`src/rtl/jg3_gen_if.sv`:
```
// jg3_gen_if: request/handshake/status bundle between a consumer and jg3_gen.
interface jg3_gen_if;
    logic       start;
    logic       abort;
    logic [1:0] XY;
    logic       ready;
    logic [2:0] ABC;
    logic       valid;
    logic       last;
    logic       busy;
    logic       done;
    logic [2:0] count;
    modport master (output start, abort, XY, ready, input ABC, valid, last, busy, done, count);
    modport slave  (input start, abort, XY, ready, output ABC, valid, last, busy, done, count);
endinterface

```
`src/rtl/jg3_gen.sv`:
```
// jg3_gen: enumerates every 3-bit code whose decode matches a latched {X,Y} target,
// handing each off over a valid/ready handshake in ascending or descending order.
module jg3_gen #(
    parameter logic DIR = 1'b0
) (
    input logic       clk,
    input logic       rst_n,
    jg3_gen_if.slave  bus
);
    typedef enum logic [1:0] {IDLE, SCAN, EMIT, DONE} state_t;
    localparam logic [2:0] FIRST = DIR ? 3'd7 : 3'd0;
    localparam logic [2:0] LAST  = DIR ? 3'd0 : 3'd7;
    state_t     state_q;
    logic [2:0] cand_q, abc_q, count_q, hcnt_q;
    logic [1:0] tgt_q;
    logic       valid_q, last_q, done_q;
    logic [2:0] cand_d, hcnt_d;
    logic       hit, at_end, more;
    function automatic logic [1:0] dec(input logic [2:0] c);
        return {c >= 3'd5, (c == 3'd0) || (c == 3'd7)};
    endfunction
    assign cand_d = DIR ? cand_q - 3'd1 : cand_q + 3'd1;
    assign hcnt_d = hcnt_q + 3'd1;
    assign hit    = dec(cand_q) == tgt_q;
    assign at_end = cand_q == LAST;
    // Any later code in scan order that still matches the target
    always_comb begin
        more = 1'b0;
        for (int i = 0; i < 8; i++) begin
            if ((DIR ? 3'(i) < cand_q : 3'(i) > cand_q) && dec(3'(i)) == tgt_q) more = 1'b1;
        end
    end
    always_ff @(posedge clk or negedge rst_n) begin
        if (!rst_n) begin
            state_q <= IDLE;
            cand_q  <= 3'd0;
            abc_q   <= 3'd0;
            count_q <= 3'd0;
            hcnt_q  <= 3'd0;
            tgt_q   <= 2'd0;
            valid_q <= 1'b0;
            last_q  <= 1'b0;
            done_q  <= 1'b0;
        end else begin
            case (state_q)
                IDLE: if (bus.start && !bus.abort) begin
                    tgt_q   <= bus.XY;
                    cand_q  <= FIRST;
                    hcnt_q  <= 3'd0;
                    state_q <= SCAN;
                end
                SCAN: if (bus.abort) begin
                    state_q <= IDLE;
                end else if (hit) begin
                    abc_q   <= cand_q;
                    valid_q <= 1'b1;
                    last_q  <= !more;
                    state_q <= EMIT;
                end else if (at_end) begin
                    done_q  <= 1'b1;
                    state_q <= DONE;
                end else begin
                    cand_q  <= cand_d;
                end
                EMIT: if (bus.abort) begin
                    valid_q <= 1'b0;
                    last_q  <= 1'b0;
                    state_q <= IDLE;
                end else if (bus.ready) begin
                    hcnt_q  <= hcnt_d;
                    valid_q <= 1'b0;
                    last_q  <= 1'b0;
                    done_q  <= at_end;
                    cand_q  <= at_end ? cand_q : cand_d;
                    state_q <= at_end ? DONE : SCAN;
                end
                DONE: begin
                    done_q  <= 1'b0;
                    count_q <= bus.abort ? count_q : hcnt_q;
                    state_q <= IDLE;
                end
                default: state_q <= IDLE;
            endcase
        end
    end
    assign bus.ABC   = abc_q;
    assign bus.valid = valid_q;
    assign bus.last  = last_q;
    assign bus.busy  = state_q != IDLE;
    assign bus.done  = done_q;
    assign bus.count = count_q;
endmodule

```
`src/flat_wrapper.sv`:
```
// flat-port wrapper written by rule: the top's interface ports become plain ports
module jg3_gen_flat 
#(
    parameter logic DIR = 1'b0
)
  (clk, rst_n, bus_start, bus_abort, bus_XY, bus_ready, bus_ABC, bus_valid, bus_last, bus_busy, bus_done, bus_count);
  jg3_gen_if bus_i ();
  input logic clk;
  input logic rst_n;
  input wire logic [$bits(bus_i.start)-1:0] bus_start;
  input wire logic [$bits(bus_i.abort)-1:0] bus_abort;
  input wire logic [$bits(bus_i.XY)-1:0] bus_XY;
  input wire logic [$bits(bus_i.ready)-1:0] bus_ready;
  output wire logic [$bits(bus_i.ABC)-1:0] bus_ABC;
  output wire logic [$bits(bus_i.valid)-1:0] bus_valid;
  output wire logic [$bits(bus_i.last)-1:0] bus_last;
  output wire logic [$bits(bus_i.busy)-1:0] bus_busy;
  output wire logic [$bits(bus_i.done)-1:0] bus_done;
  output wire logic [$bits(bus_i.count)-1:0] bus_count;
  assign bus_i.start = bus_start;
  assign bus_i.abort = bus_abort;
  assign bus_i.XY = bus_XY;
  assign bus_i.ready = bus_ready;
  assign bus_ABC = bus_i.ABC;
  assign bus_valid = bus_i.valid;
  assign bus_last = bus_i.last;
  assign bus_busy = bus_i.busy;
  assign bus_done = bus_i.done;
  assign bus_count = bus_i.count;
  jg3_gen #(.DIR(DIR)) u_core (.clk(clk), .rst_n(rst_n), .bus(bus_i));
endmodule
```
`config.mk`:
```
export PLATFORM = sky130hd
export DESIGN_NAME = jg3_gen_flat
export DESIGN_NICKNAME = d
export VERILOG_FILES = /design/src/rtl/jg3_gen_if.sv /design/src/rtl/jg3_gen.sv /design/src/flat_wrapper.sv
export SDC_FILE = /design/constraint.sdc
export NUM_CORES = 1
export LEC_CHECK = 0
export CORE_UTILIZATION = 50
export CTS_CLUSTER_DIAMETER = 60
export CTS_CLUSTER_SIZE = 40
export DETAILED_ROUTE_END_ITERATION = 8
export MAX_ROUTING_LAYER = met4
export PLACE_DENSITY = 0.8
export SYNTH_ARGS = -nofsm -noshare
export SYNTH_HDL_FRONTEND = slang
export SYNTH_SLANG_ARGS = --single-unit
```
`constraint.sdc`:
```
create_clock -name clk -period 5.4 [get_ports clk]
set_input_delay 0.81 -clock clk [delete_from_list [all_inputs] [get_ports clk]]
set_output_delay 0.81 -clock clk [all_outputs]
set_load 0.02 [all_outputs]
```
# Word-level counts from Yosys, hierarchy flattened
# Index checks and enable logic that the tools add are counted.
# op_classes
addsub	2
n_mul	0
n_div	0
order_cmp	9
eq_ne	17
n_shift	0
mux	40
bitwise	1
reduce_logical	28
# ops
op	n
3-bit two-way mux	8
1-bit two-way mux	19
2-bit two-way mux	7
3-bit > comparator (first input constant)	4
6-bit AND reduction	2
1-bit logical AND	9
3-bit one-hot mux with 3 select lines	1
2-bit inequality test (second input constant)	4
2-bit one-hot mux with 4 select lines	1
4-bit AND reduction	2
3-bit by 1-bit adder with 3-bit output (second input constant)	2
1-bit by 3-bit > comparator with 1-bit output (first input constant)	2
2-bit by 3-bit > comparator with 1-bit output (first input constant)	2
2-bit by 1-bit inequality test with 1-bit output (second input constant)	3
3-bit one-hot mux with 2 select lines	1
3-bit AND reduction	2
2-bit nonzero test	3
3-bit nonzero test	2
2-bit == test (first input constant)	2
2-bit == test (second input constant)	2
2-bit logical NOT	2
4-bit by 2-bit inequality test with 1-bit output (second input constant)	1
1-bit one-hot mux with 2 select lines	2
2-bit AND reduction	2
other kinds (11)	12
# totals
register_bits	19
latch_bits	0
mem_bits_rw	0
romBits	0
mem_count	0

# Logic depth before layout (Yosys ltp)
# Gate-level depths: netlist (run 1).
# depth
word_depth	14
depth_mapped	8
depth_no_buf	7

# Least setup slack after synthesis (run 1)
# No wires, ideal clock.
# synth_timing
path_kind	register -> register
startpoint	reg u_core.cand_q[1]
endpoint	reg u_core.state_q[1]
setup_time_ns	0.125
arrival_ns	1.901
required_time_ns	5.275
path_slack_ns	3.374
stages_incl_launch_ff	8
period_less_slack_ns	2.026
path_cell_list	dfrtp_1 > inv_1 > ha_1 > o31ai_1 > xor2_1 > and2_4 > o31a_1 > mux2_4
# synth_via
elab_chain_cells	6
elab_cells_between_ends	13
# synth_rtl
item	line	text
start, declared	jg3_gen.sv:14	logic [2:0] cand_q, abc_q, count_q, hcnt_q;
start signal, assigned	jg3_gen.sv:63	cand_q <= cand_d;
start signal, assigned	jg3_gen.sv:74	cand_q <= at_end ? cand_q : cand_d;
branches (longest 6 deep; another with 3-bit >= comparator)	--	
end signal, assigned	jg3_gen.sv:75	state_q <= at_end ? DONE : SCAN;
end, declared	jg3_gen.sv:13	state_t state_q;
# Several ways; the timed one is not identified. The select of a mux whose other input is x is not followed.
# A chain may end at the register's enable or synchronous reset.

# Worst setup path after layout (run 1)
# layout_timing
startpoint	reg u_core.state_q[0]
endpoint	out bus_busy
# layout_via
elab_chain_cells	1
# layout_rtl
item	line	text
2-bit nonzero test	jg3_gen.sv:89	assign bus.busy = state_q != IDLE;
end, declared	flat_wrapper.sv:17	output wire logic [$bits(bus_i.busy)-1:0] bus_busy;
# Every way passes these cells.

==> run metrics, run 1 <==
maxcap violations=0; slowest stage delay, CP=just over 0.6 ns; Syn Nets=132; clk_lat worst skew=approximately 0.30 ns; internal power=421 uW; Post-synth EDFFs=0; Flop pwr share=0.335; Crit path depth=4; Placer Congestion=roughly 0.90; Final setup violation count=0; pre-CTS setup slack=3.05 ns; CTS Buf Count=3; hold buffer count at CTS=0; global-route wire length before repair=approximately 4000 um; port buffer count=16; Netlist cell types=34; post-synthesis mux area share=0.0985; dpl hpwl=about 1700 um; Psw=around 320 uW; final period utilization=0.482; total congestion overflow=0; top cells by count, synth=dfrtp_1 (19), inv_1 (11), nand2_1 (11), ha_1 (10), o21ai_0 (10); Rel. slew slack=0.429; unrepaired setup endpoints after global routing=no; post-CTS sizing=0; drc violations=0; worst path cell trace=inv_1 -> ha_1 -> inv_1 -> clkdlybuf4s50_1; DR vias/cell=about 5.8; slew at the pin closest to its max-slew limit=approximately 0.85 ns; most used cell, CP=inv_1; final net count=151; P&R area growth vs syn=18.9%; Switching Share=0.435; Setup Fix Bufs, Post-CTS=0; largest area contributor in the netlist=dfrtp_1; Die ar.=between 2000 and 2500 sq um; Leak=slightly above 0.6 nW; post-synthesis simple-gate area fraction=0.121; WP data required=about 4.6 ns; most numerous cell in the Yosys netlist=dfrtp_1; CTS tree=done; power density over the cells=~560 nW/um^2; Die Y=49.3 um; mapped cell area=about 1100 sq um; Max Clock Skew=0.000906 ns; diode count=0; Max Clk Rate=384 MHz; largest family of logic cells by synthesized area=compound AO/OA/AOI/OAI gates; Seq/Total Area, Yosys=0.426; Clock power frac=0.096; num rows=16; largest net degree at the start of global routing=20; Hold Crit Class=reg -> reg; fill count=169; Final Slew Violations=0; main area contributors after synthesis=dfrtp_1 (43%), ha_1 (11%), mux2i_1 (4.5%), o21ai_0 (4.5%), mux2_2 (4.0%); DR pass1 iterations=4; final WL=2250 um; Worst EP arrival=roughly 1.8 ns; vias after detailed routing=slightly above 900; Initial Util=0.553; DR iter-0 viols=19; Max Buffers Root-to-Sink=2; crit-path max FO=6; Synth Warn #=0; FF-to-FF path depth=7; Buf+Inv Stages, Crit Path=3; top cell type's share of synthesized area=0.426; post-synthesis xor/xnor area fraction=0.0157; slowest CP cell=clkdlybuf4s50_1; kind of critical path=reg -> out; Worst-path clk slew=around 0.1 ns; Fin. Hold Viols=0; share of layout cells above drive strength 1=0.0677; Max IR drop VDD=~0.32 mV; DR WL/cell=approximately 14 um; Mapped Avg Cell Area=between 9 and 10 sq um; setup_tns=0 ns; Adder-Cell Fraction of Synth Area=0.112; Synth Flop Type=dfrtp_1; H-tree levels=1; Worst path top cell family by delay=buffers and inverters; antenna-violating nets left=0; core area=between 2000 and 2500 sq um; Final WS setup=2.80 ns; Root Driver=clkbuf_4; status=finished, final reports clean; Crit. End Element=output pin; post-synthesis cell count=115; Ports=17; vias in the first global route=~930; DIE WIDTH=between 40 and 50 um; Startpoint Class=flop; Synth Register Bits=19; Synth Area in Compound Gates=0.183; hold path depth=2; initial antenna violation count=0; FFs w/ async S/R, synth=1.00; CTS sink count=19; Comb power frac=0.569; Final Critical Period=2.60 ns; Global Route Usage Sum=0.219
## worst paths after layout
path	from	endpoint	slack, ns
max	u_core.state_q[0]$_DFFE_PN0P_	bus_busy	2.80
min	u_core.bus.ABC[0]$_DFFE_PN0P_	u_core.bus.ABC[0]$_DFFE_PN0P_	0.50
max reg2reg	u_core.cand_q[1]$_DFFE_PN0P_	u_core.bus.last$_DFFE_PN0P_	3.16
min reg2reg	u_core.bus.ABC[0]$_DFFE_PN0P_	u_core.bus.ABC[0]$_DFFE_PN0P_	0.50
max in group asynchronous	rst_n	u_core.bus.ABC[1]$_DFFE_PN0P_	3.89
min in group asynchronous	rst_n	u_core.state_q[1]$_DFFE_PN0P_	0.99
## flip-flops by register name, summed over array words and instances (netlist names)
name and cells:
u_core.bus.last 1, u_core.bus.count 3, u_core.bus.done 1, u_core.cand_q 3, u_core.tgt_q 2, u_core.hcnt_q 3
u_core.bus.valid 1, u_core.state_q 2, u_core.bus.ABC 3
## stage by stage
step,instances,power (mW),hold WS [ns],utilization,instance area [sq um]
floorplan,115,0.540,0.496,-,1120
global placement,156,0.661,0.466,0.644,1300
detailed placement,156,0.674,0.474,0.644,1300
CTS,160,0.747,0.503,0.657,1330
global route,160,0.806,0.532,0.657,1330
finish,160,0.746,0.497,0.657,1330
## metal layers
metal,vias up,share of wire,global-route usage,wire (um)
met5,-,0,-,0
met1,436,0.46,0.273,1040
met4,0,0.019,0.0882,42
met3,6,0.035,0.0312,80
li1,451,-,-,-
met2,30,0.48,0.354,1090
## logic make-up after synthesis
group,after synthesis
buffers and inverters,13
adder cells (fa/ha/maj),10
AO/OA/AOI/OAI,32
flip-flops,19
XOR/XNOR,2
AND/OR/NAND/NOR,29
multiplexers,10
## final cells by class
type | count | area (sq um) | area share
multi-input cells | 83 | 592 | 0.445
flip-flops and latches | 19 | 475 | 0.358
repair buffers | 16 | 160 | 0.121
inverters | 11 | 41.3 | 0.0311
well taps | 27 | 33.8 | 0.0254
clock buffers | 4 | 26.3 | 0.0198
## cell usage in the layout (no fill, tap or decap), types with 2 or more instances in the layout
cell / count
dfrtp_1: 19
nor2_1: 5
clkdlybuf4s50_1: 16
nand3_1: 4
mux2i_1: 5
o22ai_1: 2
clkbuf_4: 3
a21oi_1: 8
o21ai_0: 10
nand2_1: 11
inv_1: 11
ha_1: 10
nor3_1: 3
mux2_2: 4
xor2_1: 2
## worst min-delay path, stage by stage, from the launching register on
cell and delay (ns):
dfrtp_1 0.36, nand2_1 0.05, o21ai_0 0.06
## power groups by stage
stage               clock network (mW)  registers [mW]  logic, mW
floorplan                            0           0.274      0.266
global placement                     0           0.248      0.413
detailed placement                   0           0.252      0.422
CTS                             0.0739           0.249      0.424
global route                    0.0806           0.260      0.466
finish                          0.0717           0.250      0.424
No activity file was read; power rests on OpenSTA's default activity.
==> inputs of run 2 (changes only) <==
- clock period: 5.4 -> 2.6 ns (I/O delays scaled with it)
==> run 2 against run 1 <==
Setup slack got worse by 2.4 ns. Total power increased by 110%. Global-route usage increased by 1.2 points. Critical path type unchanged. Largest cell class unchanged. Largest power group unchanged.
==> run metrics, run 2 (synthesized netlist as in run 1, its figures left out) <==
global-route wire length before repair=approximately 4100 um; met3 GRT Util=0.0374; most used cell, CP=inv_1; Fin. Hold Viols=0; post-CTS sizing=0; Startpoint Class=flop; DR pass1 iterations=4; core area=2020 sq um; Ports=17; WP data required=2.21 ns; Crit. End Element=output pin; Max Clock Skew=~0.0048 ns; port buffer count=16; share of layout cells above drive strength 1=0.0752; M2 GR Usage=0.402; Max Clk Rate=around 450 MHz; CTS tree=done; final WL=2450 um; Placer Congestion=between 0.8 and 0.9; Setup Fix Bufs, Post-CTS=0; Rel. slew slack=0.437; Hold Crit Class=reg -> reg; total congestion overflow=0; clk_lat worst skew=around 0.30 ns; kind of critical path=reg -> out; Worst-path clk slew=about 0.12 ns; vias after detailed routing=roughly 940; num rows=16; maxcap violations=0; gr busiest metal=met2; CTS sink count=19; Final setup violation count=0; DR iter-0 viols=24; Power, Total=between 1.5 and 2 mW; setup_tns=0 ns; commonest non-fill, non-tap cell in the layout=dfrtp_1; initial antenna violation count=0; Die ar.=2430 sq um; Final Critical Period=2.20 ns; Buf+Inv Stages, Crit Path=3; antenna-violating nets left=0; hold buffer count at CTS=0; power density over the cells=between 1000 and 1500 nW/um^2; diode count=0; Worst EP arrival=~1.8 ns; slowest CP cell=clkdlybuf4s50_1; slowest stage delay, CP=~0.6 ns; drc violations=0; H-tree levels=1; Max IR drop VDD=~0.83 mV; vias in the first global route=928; dpl hpwl=1790 um; Initial Util=0.553; DR WL/cell=between 15 and 20 um; most frequent cells in the layout=dfrtp_1 (19), clkdlybuf4s50_1 (16), inv_1 (11), nand2_1 (11); slew at the pin closest to its max-slew limit=roughly 0.84 ns; Worst path top cell family by delay=buffers and inverters; largest net degree at the start of global routing=20; Root Driver=clkbuf_4; unrepaired setup endpoints after global routing=no; Leak=approximately 0.61 nW; DIE WIDTH=49.3 um; worst path cell trace=inv_1 -> ha_1 -> inv_1 -> clkdlybuf4s50_1; M1 GR Usage=0.255; Die Y=approximately 50 um; crit-path max FO=6; final net count=about 150; P&R area growth vs syn=19.0%; DR vias/cell=5.88; final period utilization=0.846; status=finished, final reports clean; Global Route Usage Sum=0.231; CTS Buf Count=3; Max Buffers Root-to-Sink=2; Final Slew Violations=0
==> run 2: changes by cell type in the layout (fill, tap and decap cells not counted) <==
cell	delta
clkinv_2	+1
clkbuf_1	-1
==> run 2: area by class of cell <==
cell class / instances / area, sq um
fill: 184 / 692
multi-input combinational: 83 / 592
sequential: 19 / 475
timing repair buffer: 16 / 160
inverter: 11 / 41.3
tap: 27 / 33.8
clock buffer: 3 / 22.5
clock inverter: 1 / 5.00
==> run 2: tightest hold or removal path, delay by kind of cell, from the launching register on <==
kind	cells	cell delay [ns]
flops	1	0.36
simple gates	1	0.04
compound gates	1	0.07
==> run 2: stage by stage <==
| step | instance area (sq um) | util | instances | hold slack [ns] | setup WS [ns] |
|---|---|---|---|---|---|
| global placement | 1300 | 0.644 | 156 | 0.468 | 0.512 |
| detailed placement | 1300 | 0.644 | 156 | 0.482 | 0.419 |
| CTS | 1330 | 0.658 | 160 | 0.509 | 0.398 |
| global route | 1330 | 0.658 | 160 | 0.535 | 0.174 |
| finish | 1330 | 0.658 | 160 | 0.503 | 0.402 |
| floorplan | 1120 | - | 115 | 0.0944 | 0.574 |
==> run 2: power breakdown <==
group	internal, mW	switching, mW
clock	0.0574	0.0977
combinational	0.409	0.485
sequential	0.407	0.115
total	0.873	0.697
==> run 2: final timing paths <==
check | start | to | slack, ns | depth (start not counted)
worst max-delay path | u_core.state_q[1]$_DFFE_PN0P_ | bus_busy | 0.40 | 4
max in group asynchronous | rst_n | u_core.bus.valid$_DFFE_PN0P_ | 1.53 | 1
worst max register to register | u_core.cand_q[1]$_DFFE_PN0P_ | u_core.state_q[1]$_DFFE_PN0P_ | 0.41 | 7
min in group asynchronous | rst_n | u_core.bus.count[1]$_DFFE_PN0P_ | 0.56 | 1
worst min-delay path | u_core.bus.count[1]$_DFFE_PN0P_ | u_core.bus.count[1]$_DFFE_PN0P_ | 0.50 | 2
worst min register to register | u_core.bus.count[1]$_DFFE_PN0P_ | u_core.bus.count[1]$_DFFE_PN0P_ | 0.50 | 2
==> run 2: metal layers <==
layer	vias up	routed length, um
met2	34	1270
met3	6	95
li1	452	-
met5	-	0
met1	449	1060
met4	0	32
==> inputs of run 3 (changes only) <==
- clock period: 2.6 -> 2.3 ns (I/O delays scaled with it)
==> run 3 against run 2 <==
Largest cell class unchanged. Wire length grew 1.5%. Die area stayed put. Final cell count rose by 3.8%. Combinational power increased by 19%. Via count increased by 2.8%. Critical path type unchanged. Non-clock buffer count up 6.
==> run metrics, run 3 (synthesized netlist as in run 1, its figures left out) <==
Power, Total=around 1.8 mW; Final WS setup=0.145 ns; Min Hold Slack=between 0.3 and 0.4 ns; P&R area growth vs syn=23.7%; DR pass1 iterations=4; Startpoint Class=flop; core area=2020 sq um; vias in the first global route=between 900 and 1000; Max Clk Rate=464 MHz; setup_tns=0 ns; DR iter-0 viols=23; drc violations=0; post-route cell area=approximately 1400 sq um; footprint of the multi-input gates=roughly 600 sq um; Crit. End Element=output pin; most frequent cells in the layout=dfrtp_1 (17), clkdlybuf4s50_1 (16), inv_1 (11), nand2_1 (11); Placer Congestion=0.882; pre-CTS setup slack=about 0.11 ns; vias after detailed routing=approximately 970; slew at the pin closest to its max-slew limit=between 0.3 and 0.4 ns; final period utilization=0.937; Max Clock Skew=between 0.002 and 0.003 ns; global-route wire length before repair=4050 um; Ports=17; final net count=between 150 and 200; WP data required=around 2.0 ns; Fin. Hold Viols=0; kind of critical path=reg -> out; initial antenna violation count=0; commonest non-fill, non-tap cell in the layout=dfrtp_1; clk_lat worst skew=0.30 ns; Post-Layout Cell Count=166; CTS Buf Count=3; Sequential cell area=between 400 and 500 sq um; H-tree levels=1; Rel. slew slack=0.796; Max IR drop VDD=0.717 mV; Root Driver=clkbuf_4; Die Y=between 40 and 50 um; maxcap violations=0; area of placed instances=1330 sq um; largest net degree at the start of global routing=20; final WL=between 2000 and 2500 um; DIE WIDTH=between 40 and 50 um; dpl hpwl=roughly 1800 um; CTS tree=done; Final Core Density=0.684; Global Route Usage Sum=0.234; antenna-violating nets left=0; status=finished, final reports clean; share of layout cells above drive strength 1=0.137; CTS sink count=19; DR WL/cell=between 10 and 15 um; port buffer count=16; Final setup violation count=0; Worst EP arrival=~1.8 ns; DR vias/cell=between 5 and 6; power density over the cells=1330 nW/um^2; Die ar.=roughly 2400 sq um; diode count=0; unrepaired setup endpoints after global routing=no; Leak=0.632 nW; # placed instances=around 160; num rows=16; Initial Util=0.553; crit-path max FO=6; total congestion overflow=0; Worst-path clk slew=0.11 ns; Final Critical Period=2.15 ns; Final Slew Violations=0; Max Buffers Root-to-Sink=2; Hold Crit Class=in -> async; fill count=175
## run 3: cell types whose count changed in the layout (fill, tap and decap cells not counted), sizes merged
cell	change
buf	+6
## run 3: worst paths after layout
check	start	to	slack (ns)	depth (start not counted)
max	u_core.state_q[0]$_DFFE_PN0P_	bus_busy	0.15	4
min	rst_n	u_core.state_q[0]$_DFFE_PN0P_	0.36	2
max reg2reg	u_core.cand_q[1]$_DFFE_PN0P_	u_core.bus.done$_DFFE_PN0P_	0.20	8
min reg2reg	u_core.bus.ABC[2]$_DFFE_PN0P_	u_core.bus.ABC[2]$_DFFE_PN0P_	0.51	2
max in group asynchronous	rst_n	u_core.cand_q[0]$_DFFE_PN0P_	1.72	2
min in group clk	u_core.bus.ABC[2]$_DFFE_PN0P_	u_core.bus.ABC[2]$_DFFE_PN0P_	0.51	2
## run 3: layout make-up
type,count,area share
Multi-Input combinational cell,83,0.432
Sequential cell,19,0.346
Timing Repair Buffer,22,0.148
Inverter,11,0.0299
Tap cell,27,0.0244
Clock buffer,3,0.0163
Clock inverter,1,0.00362
## run 3: power by group
part	total, mW	switching, mW	leakage (nW)	internal (mW)
registers	0.592	0.128	0.247	0.463
logic	1.06	0.562	0.367	0.502
clock network	0.176	0.111	0.0177	0.0650
## run 3: timing repair
action	in CTS	in global routing
resized for setup	0	3
endpoints found under the setup margin	0	10
setup buffers	0	3
hold buffers	0	0
## run 3: routing by layer
| metal | vias up | global-route usage | wire length [um] |
|---|---|---|---|
| met1 | 471 | 0.268 | 1030 |
| met2 | 33 | 0.381 | 1290 |
| met4 | 0 | 0.137 | 46 |
| li1 | 459 | - | - |
| met5 | - | - | 0 |
| met3 | 4 | 0.0405 | 120 |
## run 3: worst max-delay path, stage by stage (launching register included)
cell             delay, ns
dfrtp_1               0.42
inv_1                 0.09
ha_1                  0.27
inv_1                 0.11
clkdlybuf4s50_1       0.60
